`config.mk`:
```
export PLATFORM = sky130hd
export DESIGN_NAME = address_generator
export DESIGN_NICKNAME = d
export VERILOG_FILES = /design/src/rtl/address_generator.sv
export SDC_FILE = /design/constraint.sdc
export NUM_CORES = 1
export LEC_CHECK = 0
export BUFFER_PORTS_ARGS = -buffer_cell sky130_fd_sc_hd__clkbuf_2
export CAP_MARGIN = 20
export CORE_UTILIZATION = 45
export CTS_BUF_LIST = sky130_fd_sc_hd__clkbuf_8 sky130_fd_sc_hd__clkbuf_16
export DETAILED_ROUTE_END_ITERATION = 6
export PLACE_DENSITY = 0.66
export SYNTH_ARGS = -nofsm -noshare
export SYNTH_HDL_FRONTEND = slang
export SYNTH_SLANG_ARGS = --single-unit
```
`constraint.sdc`:
```
create_clock -name clk -period 7.1 [get_ports clk]
set_clock_uncertainty 0.15 [all_clocks]
set_input_delay 0.71 -clock clk [delete_from_list [all_inputs] [get_ports clk]]
set_output_delay 0.71 -clock clk [all_outputs]
set_load 0.005 [all_outputs]
```
`src/rtl/address_generator.sv`:
```
// Address generator for one fully-connected layer of Nk inputs by Nk neurons.
// Each RUN cycle issues one weight address and one input-neuron address; the
// output-neuron write address is valid while neuron_finished is high.
// Addresses are base + offset with 8-bit wrap. The weight offset j*Nk+i is
// kept as a running count, so no multiplier is needed.
module address_generator (
  input  logic       clk,
  input  logic       reset,
  input  logic       read,
  input  logic [7:0] Nk,
  input  logic [7:0] read_weight_base_addr,
  input  logic [7:0] read_neuro_base_addr,
  input  logic [7:0] write_neuro_base_addr,
  output logic [7:0] weight_read_addr,
  output logic [7:0] neuro_read_addr,
  output logic [7:0] neuro_write_addr,
  output logic       neuron_finished,
  output logic       finished
);

  typedef enum logic [1:0] {
    ARM  = 2'd0,
    RUN  = 2'd1,
    DONE = 2'd2
  } state_t;

  state_t     state_r;
  logic [7:0] nk_r;
  logic [7:0] wb_r;
  logic [7:0] rb_r;
  logic [7:0] wrb_r;
  logic [7:0] i_r;
  logic [7:0] j_r;
  logic [7:0] woff_r;

  logic [7:0] nk_last_s;
  logic       last_i_s;
  logic       last_j_s;

  // Last-index detection for the input and neuron counters.
  always_comb begin
    nk_last_s = nk_r - 8'd1;
    last_i_s  = (i_r == nk_last_s);
    last_j_s  = (j_r == nk_last_s);
  end

  // Layer sequencer: config capture while armed, counter stepping in RUN.
  always_ff @(posedge clk or negedge reset) begin
    if (!reset) begin
      state_r <= ARM;
      nk_r    <= 8'd0;
      wb_r    <= 8'd0;
      rb_r    <= 8'd0;
      wrb_r   <= 8'd0;
      i_r     <= 8'd0;
      j_r     <= 8'd0;
      woff_r  <= 8'd0;
    end else if (read) begin
      // Keep tracking the config while armed; the last value before read
      // falls is the one the layer runs with.
      state_r <= ARM;
      nk_r    <= Nk;
      wb_r    <= read_weight_base_addr;
      rb_r    <= read_neuro_base_addr;
      wrb_r   <= write_neuro_base_addr;
      i_r     <= 8'd0;
      j_r     <= 8'd0;
      woff_r  <= 8'd0;
    end else begin
      case (state_r)
        ARM: begin
          if (nk_r == 8'd0) begin
            state_r <= DONE;
          end else begin
            state_r <= RUN;
          end
        end
        RUN: begin
          if (last_i_s) begin
            if (last_j_s) begin
              // Final input of final neuron: freeze counters for DONE.
              state_r <= DONE;
            end else begin
              i_r    <= 8'd0;
              j_r    <= j_r + 8'd1;
              woff_r <= woff_r + 8'd1;
            end
          end else begin
            i_r    <= i_r + 8'd1;
            woff_r <= woff_r + 8'd1;
          end
        end
        DONE: begin
          state_r <= DONE;
        end
        default: begin
          state_r <= ARM;
        end
      endcase
    end
  end

  // Address and flag decode from the registered state.
  always_comb begin
    weight_read_addr = wb_r + woff_r;
    neuro_read_addr  = rb_r + i_r;
    neuro_write_addr = wrb_r + j_r;
    if (state_r == RUN) begin
      neuron_finished = last_i_s;
    end else begin
      neuron_finished = 1'b0;
    end
    if (state_r == DONE) begin
      finished = 1'b1;
    end else begin
      finished = 1'b0;
    end
  end

endmodule

```
==> results.sh, run 1 <==
export IMPL_status="finished, final reports clean"
export IMPL_syn_avg_cell_area_um2=9.65
export IMPL_synth_area_um2=3960
export IMPL_htreeDepth=3
export IMPL_r2r_start="nk_r[0]"
export IMPL_cts_root_buffer="clkbuf_8"
export IMPL_hold_buffers=0
export IMPL_track_usage_pct=19.2
export IMPL_timing_fmax_ghz=0.280
export IMPL_synth_top_area_share_pct=36.7
export IMPL_synth_flop_cell="dfrtp_1"
export IMPL_synthArstFlopShare_pct=100
export IMPL_clk_pin_slew_ns=0.07
export IMPL_crit_path_end="neuron_finished"
export IMPL_final_period_utilization_pct=50.4
export IMPL_core_area_um2=8380
export IMPL_synth_commonest_cells="58 x dfrtp_1, 33 x inv_1, 32 x a21oi_1, 32 x mux2_2, 32 x xnor2_1"
export IMPL_die_h_um=95.8
export IMPL_portBuffers=60
export IMPL_setup_viol=0
export IMPL_setup_worst_path_end_class="output pin"
export IMPL_grt_pass1_wl_mm=13.6
export IMPL_cp_required_ns=6.24
export IMPL_antenna_found_initial=0
export IMPL_dp_hpwl_mm=6.03
export IMPL_rows=33
export IMPL_insertion_delay_ns=0.33
export IMPL_grt_ovfl_total=0
export IMPL_worst_r2r_path_depth=10
export IMPL_crit_arrival_ns=2.72
export IMPL_diodes=0
export IMPL_tns_ns=0
export IMPL_p_leak_uw=0.00215
export IMPL_yosys_warnings=0
export IMPL_crit_slowest_cell="dfrtp_1"
export IMPL_worst_slew_pin_slew_ns=0.760
export IMPL_regArea_um2=1450
export IMPL_hp_class="input pin to async pin"
export IMPL_critical_path_max_stage_delay_ns=0.45
export IMPL_start_util_pct=47.2
export IMPL_drc=0
export IMPL_crit_chain="inv_1, ha_1, nor3b_1, xnor2_1, nand3_1, a2111oi_2, nand3_1, inv_1, clkbuf_2"
export IMPL_vias_per_cell=5.41
export IMPL_rrSetupSlack_ns=3.89
export IMPL_synth_seq_area_share_pct=36.7
export IMPL_synth_top_cell_by_area="dfrtp_1"
export IMPL_grt_start_max_net_pins=68
export IMPL_min_period_ns=3.58
export IMPL_syn_nets=478
export IMPL_crit_fanout=8
export IMPL_fin_nets=535
export IMPL_holdWs_ns=0.364
export IMPL_post_drt_wl_per_cell_um=14.2
export IMPL_drt_wl_total_mm=8.20
export IMPL_postRouteAntennaNets=0
export IMPL_drive_gt1_share_pct=25.1
export IMPL_drv_cap=0
export IMPL_cts_setup_buffers=0
export IMPL_r2r_end="j_r[1]"
export IMPL_critPathLaunchType="flip-flop"
export IMPL_hold_viol=0
export IMPL_crit_type="flip-flop to output pin"
export IMPL_irDropWorstVdd_v=0.000110
export IMPL_final_max_slew_viol_count=0
export IMPL_vias=3114
export IMPL_gp_congestion=0.862
export IMPL_rsz0062_at_grt="no"
export IMPL_ys_types=56
export IMPL_synthCells=410
export IMPL_die_width_um=95.8
export IMPL_synth_most_common_cell="dfrtp_1"
export IMPL_drtIter0Drc=148
export IMPL_maxSlewHeadroom_pct=49.3
export IMPL_dieArea_um2=9170
export IMPL_cts_tree="built"
export IMPL_nFillCells=787
export IMPL_cts_buffer_depth=2
export IMPL_syn_to_final_growth_pct=15.1
export IMPL_power_density_nw_per_um2=214
export IMPL_multi_input_area_um2=2310
export IMPL_cts_sink_count=58
export IMPL_startpoint="nk_r[0]"
export IMPL_grt_pass1_vias=3004
export IMPL_synth_edff_count=0
export IMPL_cts_resized=0
export IMPL_drtPass1Iterations=4
export IMPL_ios=61
export IMPL_synth_area_leaders="dfrtp_1 37%, ha_1 9.5%, mux2_2 9.1%"
export IMPL_cts_buffers=9
export IMPL_synth_seq_cells=58
-- state kept, by name, indices dropped and copies added, names as in the netlist --
| register | flops |
|---|---|
| i_r | 8 |
| j_r | 8 |
| nk_r | 8 |
| rb_r | 8 |
| state_r | 2 |
| wb_r | 8 |
| woff_r | 8 |
| wrb_r | 8 |
-- placed cells by master, fill, tap and decap left out, types with 2 or more instances in the layout --
cell / n
o211a_1: 2
fa_1: 3
clkbuf_8: 11
a211o_1: 2
xor2_1: 9
dfrtp_1: 58
nor2b_1: 4
a21oi_1: 32
o31ai_1: 2
clkbuf_2: 60
mux2_2: 32
nand2b_1: 5
a21o_1: 7
nand3_1: 15
bufinv_16: 2
buf_4: 2
nand4_1: 5
mux2i_1: 4
or4_1: 2
inv_1: 35
nor3b_1: 2
xnor2_1: 32
and3_1: 3
ha_1: 30
nor3_1: 7
nand2_1: 24
nor4_1: 4
o21ai_0: 15
or3_1: 4
and2_1: 4
o21bai_1: 6
nor2_1: 24
-- cells by family after synthesis --
group | Yosys count | synth area share (%)
AOI/OAI and AO/OA | 80 | 13.0
xor gates and xnor gates | 41 | 9.08
adders and majority gates | 33 | 11.0
buffers and inverters | 49 | 4.84
DFF | 58 | 36.7
muxes | 36 | 10.1
and+or+nand+nor | 113 | 15.3
-- critical path, delay by kind of cell (launching register included) --
kind	cells	cell delay (ns)
XOR/XNOR	1	0.15
AO/OA/AOI/OAI	1	0.37
adder cells (fa/ha/maj)	1	0.32
buffers and inverters	3	0.42
AND/OR/NAND/NOR	3	0.67
flip-flops	1	0.45
-- through the flow --
step	util (%)	worst slack (ns)	cell area [um^2]	std cells	power, uW
final	54.3	3.52	4550	576	976
after detailed placement	51.7	3.91	4340	561	646
after floorplan	-	4.25	3960	410	563
after global routing	54.3	3.25	4550	576	1030
after CTS	54.3	3.53	4550	576	988
after global placement	51.7	3.93	4340	561	640
-- report_power, final --
part	internal [uW]	switching, uW	total [uW]
logic	115	126	241
clock network	212	125	338
registers	359	38.3	397
-- how the worst min path moves through the flow --
stage,start,end,cells after the start
global placement,rb_r[4],rb_r[4],1
global route,wrb_r[0],wrb_r[0],1
detailed placement,wrb_r[0],wrb_r[0],1
floorplan,reset,i_r[0],0
CTS,wrb_r[0],wrb_r[0],1
finish,reset,rb_r[2],2
-- cell type report --
type | count | area share [%]
flip-flops and latches | 58 | 31.9
multi-input cells | 303 | 50.8
repair buffers | 62 | 6.92
clock inverters | 4 | 1.48
well taps | 105 | 2.88
inverters | 33 | 2.72
clock buffers | 11 | 3.32
-- per-layer routing --
layer / vias to the layer above / wire [um] / global-route usage (%) / share of wire (%)
met5: - / 0 / 0 / 0
met4: 0 / 90 / 7.21 / 1.1
met3: 9 / 307 / 4.11 / 3.7
met2: 60 / 4090 / 33.5 / 50
met1: 1498 / 3710 / 23.3 / 45
li1: 1547 / - / - / -
Note: power is estimated with default switching activity, not from simulation.
==> run 2: changes to the inputs <==
--- a/config.mk
+++ b/config.mk
@@ -5,12 +5,13 @@
 export SDC_FILE = /design/constraint.sdc
 export NUM_CORES = 1
 export LEC_CHECK = 0
+export ABC_AREA = 1
 export BUFFER_PORTS_ARGS = -buffer_cell sky130_fd_sc_hd__clkbuf_2
 export CAP_MARGIN = 20
 export CORE_UTILIZATION = 45
 export CTS_BUF_LIST = sky130_fd_sc_hd__clkbuf_8 sky130_fd_sc_hd__clkbuf_16
 export DETAILED_ROUTE_END_ITERATION = 6
-export PLACE_DENSITY = 0.66
+export PLACE_DENSITY = 0.68
 export SYNTH_ARGS = -nofsm -noshare
 export SYNTH_HDL_FRONTEND = slang
 export SYNTH_SLANG_ARGS = --single-unit
==> constraint.sdc (replaced) <==
create_clock -name clk -period 3.1 [get_ports clk]
set_clock_uncertainty 0.15 [all_clocks]
set_input_delay 0.31 -clock clk [delete_from_list [all_inputs] [get_ports clk]]
set_output_delay 0.31 -clock clk [all_outputs]
set_load 0.005 [all_outputs]
==> run 2 against run 1 <==
The run now ends with negative hold slack left. Combinational power increased to 2.7 times the previous value. Wire length increased by 9.8%. Clock power increased by 82%. Design area increased by 2.1%. First-iteration DRC count increased by 1.4%. Register-to-register slack got worse by 3.3 ns. Largest cell class unchanged.
==> results.sh, run 2 <==
export IMPL_gp_congestion=0.834
export IMPL_cts_sink_count=58
export IMPL_synthArstFlopShare_pct=100
export IMPL_crit_type="flip-flop to output pin"
export IMPL_insertion_delay_ns=0.34
export IMPL_synth_commonest_cells="196 x nand2_1, 58 x dfrtp_1, 51 x inv_1, 44 x nand3_1, 31 x xor2_1"
export IMPL_track_usage_pct=20.6
export IMPL_setup_slack_ns=0.264
export IMPL_synth_seq_area_share_pct=35.7
export IMPL_syn_to_final_growth_pct=14.4
export IMPL_violations="negative hold slack"
export IMPL_drive_gt1_share_pct=16.0
export IMPL_final_max_slew_viol_count=0
export IMPL_syn_nets=612
export IMPL_hp_class="input pin to async pin"
export IMPL_ios=61
export IMPL_drtIter0Drc=150
export IMPL_postRouteAntennaNets=0
export IMPL_layout_common_cells="196 x nand2_1, 60 x clkbuf_2, 58 x dfrtp_1"
export IMPL_synth_edff_count=0
export IMPL_synth_seq_cells=58
export IMPL_synth_flop_cell="dfrtp_1"
export IMPL_fin_nets=674
export IMPL_power_density_nw_per_um2=471
export IMPL_critPathLaunchType="flip-flop"
export IMPL_timing_fmax_ghz=0.353
export IMPL_crit_path_end="neuro_write_addr[6]"
export IMPL_drv_cap=0
export IMPL_start_util_pct=46.6
export IMPL_drtPass1Iterations=4
export IMPL_rows=34
export IMPL_portBuffers=60
export IMPL_drt_wl_total_mm=9.01
export IMPL_hold_viol=42
export IMPL_cts_root_buffer="clkbuf_8"
export IMPL_synthCells=544
export IMPL_crit_arrival_ns=2.38
export IMPL_clk_pin_slew_ns=0.07
export IMPL_synth_area_leaders="dfrtp_1 36%, nand2_1 18%, ha_1 9.2%"
export IMPL_status="complete, but fails checks"
export IMPL_grt_ovfl_total=0
export IMPL_final_period_utilization_pct=91.5
export IMPL_die_width_um=97.0
export IMPL_rrSetupSlack_ns=0.56
export IMPL_pre_cts_ws_ns=0.504
export IMPL_dp_hpwl_mm=6.61
export IMPL_min_period_ns=2.84
export IMPL_tns_ns=0
export IMPL_worst_slew_pin_slew_ns=0.763
export IMPL_p_leak_uw=0.00259
export IMPL_vias=3560
export IMPL_ys_types=32
export IMPL_setup_worst_path_end_class="output pin"
export IMPL_grt_pass1_vias=3519
export IMPL_rsz0062_at_grt="no"
export IMPL_grt_start_max_net_pins=59
export IMPL_vias_per_cell=4.95
export IMPL_grt_pass1_wl_mm=16.0
export IMPL_core_area_um2=8720
export IMPL_htreeDepth=3
export IMPL_cp_required_ns=2.64
export IMPL_synth_most_common_cell="nand2_1"
export IMPL_drc=0
export IMPL_cts_buffer_depth=2
export IMPL_cts_tree="built"
export IMPL_synth_top_area_share_pct=35.7
export IMPL_r2r_end="j_r[3]"
export IMPL_maxSlewHeadroom_pct=49.1
export IMPL_holdWs_ns=-0.0157
export IMPL_post_drt_wl_per_cell_um=12.5
export IMPL_final_common_cell="nand2_1"
export IMPL_dp_cells=702
export IMPL_irDropWorstVdd_v=0.000249
export IMPL_stdcell_count=719
export IMPL_synth_top_cell_by_area="dfrtp_1"
export IMPL_setup_viol=0
export IMPL_antenna_found_initial=0
export IMPL_die_h_um=97.0
export IMPL_syn_avg_cell_area_um2=7.47
export IMPL_dieArea_um2=9410
export IMPL_crit_fanout=6
export IMPL_worst_r2r_path_depth=12
export IMPL_startpoint="j_r[0]"
export IMPL_diodes=0
export IMPL_r2r_start="nk_r[0]"
export IMPL_synth_area_um2=4060
export IMPL_yosys_warnings=0
export IMPL_cts_buffers=9
export IMPL_cts_setup_buffers=0
[run 2: cell types whose count changed after synthesis, sizes merged, moves of 14 or more]
cell / previous run / this run
a21oi: 32 / 18
inv: 33 / 53
mux2: 32 / 0
nand2: 24 / 199
nand3: 16 / 47
nor2: 24 / 38
xnor2: 32 / 10
xor2: 9 / 31
[run 2: report_power, final]
group / internal [uW] / switching, uW / leakage, uW
Sequential: 831 / 91.4 / 0.000748
Clock: 304 / 311 / 0.0000892
Combinational: 260 / 394 / 0.00175
Total: 1390 / 796 / 0.00259
[run 2: worst min-delay path by stage]
| stage | end | cells after the start | slack, ns |
|---|---|---|---|
| after floorplan | i_r[0] | 0 | -0.14 |
| after global placement | wb_r[6] | 2 | 0.31 |
| after detailed placement | rb_r[6] | 2 | 0.32 |
| after CTS | woff_r[0] | 2 | 0.001 |
| after global routing | rb_r[7] | 3 | 0.009 |
| final | wb_r[2] | 2 | -0.02 |
[run 2: area by class of cell]
| cell class | count | area, um^2 |
|---|---|---|
| Clock buffer | 10 | 138 |
| Timing Repair Buffer | 65 | 340 |
| Sequential cell | 58 | 1450 |
| Multi-Input combinational cell | 419 | 2350 |
| Clock inverter | 6 | 33.8 |
| Inverter | 53 | 199 |
| Tap cell | 108 | 135 |
| Fill cell | 890 | 4070 |
[run 2: logic make-up after synthesis]
family / share of synthesized area (%)
simple gates: 33.0
xor+xnor: 8.84
flops: 35.7
compound gates: 5.08
fa+ha+maj: 10.7
buf+inv: 6.59
[run 2: per-layer routing]
metal,routed length [um],track usage [%],vias to the layer above
met2,4110,32.2,66
met1,4450,28.6,1632
met3,361,4.41,7
met5,0,0,-
li1,-,-,1855
met4,85,6.66,0
[run 2: stage by stage]
step | hold slack [ns] | instance area, um^2 | total power (uW) | utilization, %
final | -0.0157 | 4650 | 2190 | 53.3
after global routing | 0.00877 | 4650 | 2350 | 53.3
after CTS | 0.00104 | 4640 | 2210 | 53.2
after detailed placement | 0.317 | 4460 | 1590 | 51.1
after global placement | 0.313 | 4460 | 1560 | 51.1
after floorplan | -0.136 | 4060 | 1360 | -
[run 2: worst max-delay path, stage by stage, from the launching register on]
cell and delay [ns]:
dfrtp_1 0.45, ha_1 0.23, inv_1 0.06, fa_1 0.40
o21ai_0 0.31, a21oi_1 0.10, o21ai_0 0.20, xor2_1 0.17
clkbuf_2 0.13
[run 2: repair_timing]
item,4_1_cts,5_1_grt
hold endpoints to repair,1,0
setup endpoints to repair,0,3
gates resized for setup,0,4
hold buffers,1,0
==> run 3: changes to the inputs <==
--- a/config.mk
+++ b/config.mk
@@ -11,7 +11,7 @@
 export CORE_UTILIZATION = 45
 export CTS_BUF_LIST = sky130_fd_sc_hd__clkbuf_8 sky130_fd_sc_hd__clkbuf_16
 export DETAILED_ROUTE_END_ITERATION = 6
-export PLACE_DENSITY = 0.68
+export PLACE_DENSITY = 0.78
 export SYNTH_ARGS = -nofsm -noshare
 export SYNTH_HDL_FRONTEND = slang
 export SYNTH_SLANG_ARGS = --single-unit
==> run 3 against run 2 <==
The run now ends clean. Worst hold slack gained 0.031 ns. Clock power is essentially flat. Die area is the same. Critical path depth grew 2. Sequential share of layout area is essentially flat. Critical endpoint is now neuron_finished. Largest power group unchanged.
==> results.sh, run 3 (same netlist as run 2, synthesis figures left out) <==
export IMPL_placed_area_um2=4460
export IMPL_critPathTopFamily="simple AND/OR/NAND/NOR gates"
export IMPL_tns_ns=0
export IMPL_nFillCells=818
export IMPL_clk_pin_slew_ns=0.07
export IMPL_crit_slowest_cell="dfrtp_1"
export IMPL_drc=0
export IMPL_vias_per_cell=5.06
export IMPL_final_period_utilization_pct=92.3
export IMPL_hp_start="read_neuro_base_addr[4]"
export IMPL_final_max_slew_viol_count=0
export IMPL_pre_cts_ws_ns=0.532
export IMPL_htreeDepth=3
export IMPL_layout_common_cells="196 x nand2_1, 60 x clkbuf_2, 58 x dfrtp_1"
export IMPL_fin_nets=674
export IMPL_dieArea_um2=9410
export IMPL_timing_fmax_ghz=0.349
export IMPL_ios=61
export IMPL_setup_worst_path_end_class="output pin"
export IMPL_cts_tree="built"
export IMPL_start_util_pct=46.6
export IMPL_rows=34
export IMPL_path_buf_inv=2
export IMPL_critPathLaunchType="flip-flop"
export IMPL_grt_ovfl_total=0
export IMPL_crit_arrival_ns=2.40
export IMPL_multi_input_area_um2=2350
export IMPL_core_area_um2=8720
export IMPL_cts_sink_count=58
export IMPL_drive_gt1_share_pct=15.9
export IMPL_crit_fanout=10
export IMPL_final_util_pct=53.3
export IMPL_irDropWorstVdd_v=0.000227
export IMPL_grt_pass1_wl_mm=15.8
export IMPL_rsz0062_at_grt="no"
export IMPL_grt_pass1_vias=3570
export IMPL_diodes=0
export IMPL_power_density_nw_per_um2=470
export IMPL_drtIter0Drc=148
export IMPL_drtPass1Iterations=4
export IMPL_startpoint="nk_r[0]"
export IMPL_track_usage_pct=20.5
export IMPL_gp_congestion=0.845
export IMPL_die_width_um=97.0
export IMPL_vias=3636
export IMPL_drv_cap=0
export IMPL_regArea_um2=1450
export IMPL_crit_type="flip-flop to output pin"
export IMPL_portBuffers=60
export IMPL_cts_buffer_depth=2
export IMPL_maxSlewHeadroom_pct=50.8
export IMPL_cts_root_buffer="clkbuf_8"
export IMPL_insertion_delay_ns=0.34
export IMPL_worst_slew_pin_slew_ns=0.736
export IMPL_final_common_cell="nand2_1"
export IMPL_dp_hpwl_mm=6.75
export IMPL_die_h_um=97.0
export IMPL_cp_required_ns=2.64
export IMPL_holdWs_ns=0.0154
export IMPL_p_leak_uw=0.00259
export IMPL_postRouteAntennaNets=0
export IMPL_crit_chain="inv_2, ha_1, nand2_1, nand3b_1, nand2_1, nand3b_1, nor2_1, nand3_2, nor2_4, clkbuf_2"
export IMPL_grt_start_max_net_pins=61
export IMPL_post_drt_wl_per_cell_um=12.6
export IMPL_status="finished, final reports clean"
export IMPL_hold_viol=0
export IMPL_finish_instance_area_um2=4650
export IMPL_antenna_found_initial=0
export IMPL_min_period_ns=2.86
export IMPL_drt_wl_total_mm=9.08
export IMPL_setup_slack_ns=0.239
export IMPL_rrSetupSlack_ns=0.53
export IMPL_hp_class="input pin to flip-flop"
export IMPL_r2r_start="nk_r[0]"
export IMPL_critical_path_max_stage_delay_ns=0.41
export IMPL_setup_viol=0
export IMPL_syn_to_final_growth_pct=14.4
export IMPL_cts_buffers=9
[run 3: tightest hold or removal path, cell delays in order]
cell	delay (ns)
clkbuf_2	0.07
nand2_1	0.04
nand2_1	0.05
[run 3: final timing paths]
path                                   endpoint  cells past startpoint
worst max-delay path            neuron_finished                     10
worst min-delay path                    rb_r[4]                      3
worst max register to register           j_r[4]                     12
worst min register to register          wb_r[4]                      2
max in group asynchronous               nk_r[0]                      3
min in group asynchronous               wb_r[2]                      2
[run 3: layout make-up]
cell class | count | share of cell area [%]
Clock buffer | 10 | 2.96
Multi-Input combinational cell | 419 | 50.6
Tap cell | 108 | 2.91
Sequential cell | 58 | 31.2
Inverter | 53 | 4.28
Clock inverter | 6 | 0.727
Timing Repair Buffer | 65 | 7.33
[run 3: through the flow]
step	cells	power [uW]
after detailed placement	702	1580
after CTS	719	2200
final	719	2190
after global routing	719	2340
after global placement	702	1550
after floorplan	544	1360
[run 3: timing repair]
action / CTS / global route
hold buffers: 1 / 0
endpoints found under the hold margin: 11 / 0
setup endpoints to repair: 0 / 2
gates resized for setup: 0 / 2
buffers inserted: 0 / 0
[run 3: routing by layer]
metal	vias up	part of all wire (%)	GRT usage (%)	routed length [um]
li1	1858	-	-	-
met1	1689	44	25.2	4010
met2	79	50	35.2	4520
met3	10	4.6	3.97	419
met4	0	1.4	8.50	130
met5	-	0	0	0
[run 3: where the power goes]
part           total (uW)  switching (uW)  internal [uW]
Sequential            918            86.9            831
Combinational         652             393            258
Clock                 616             312            304
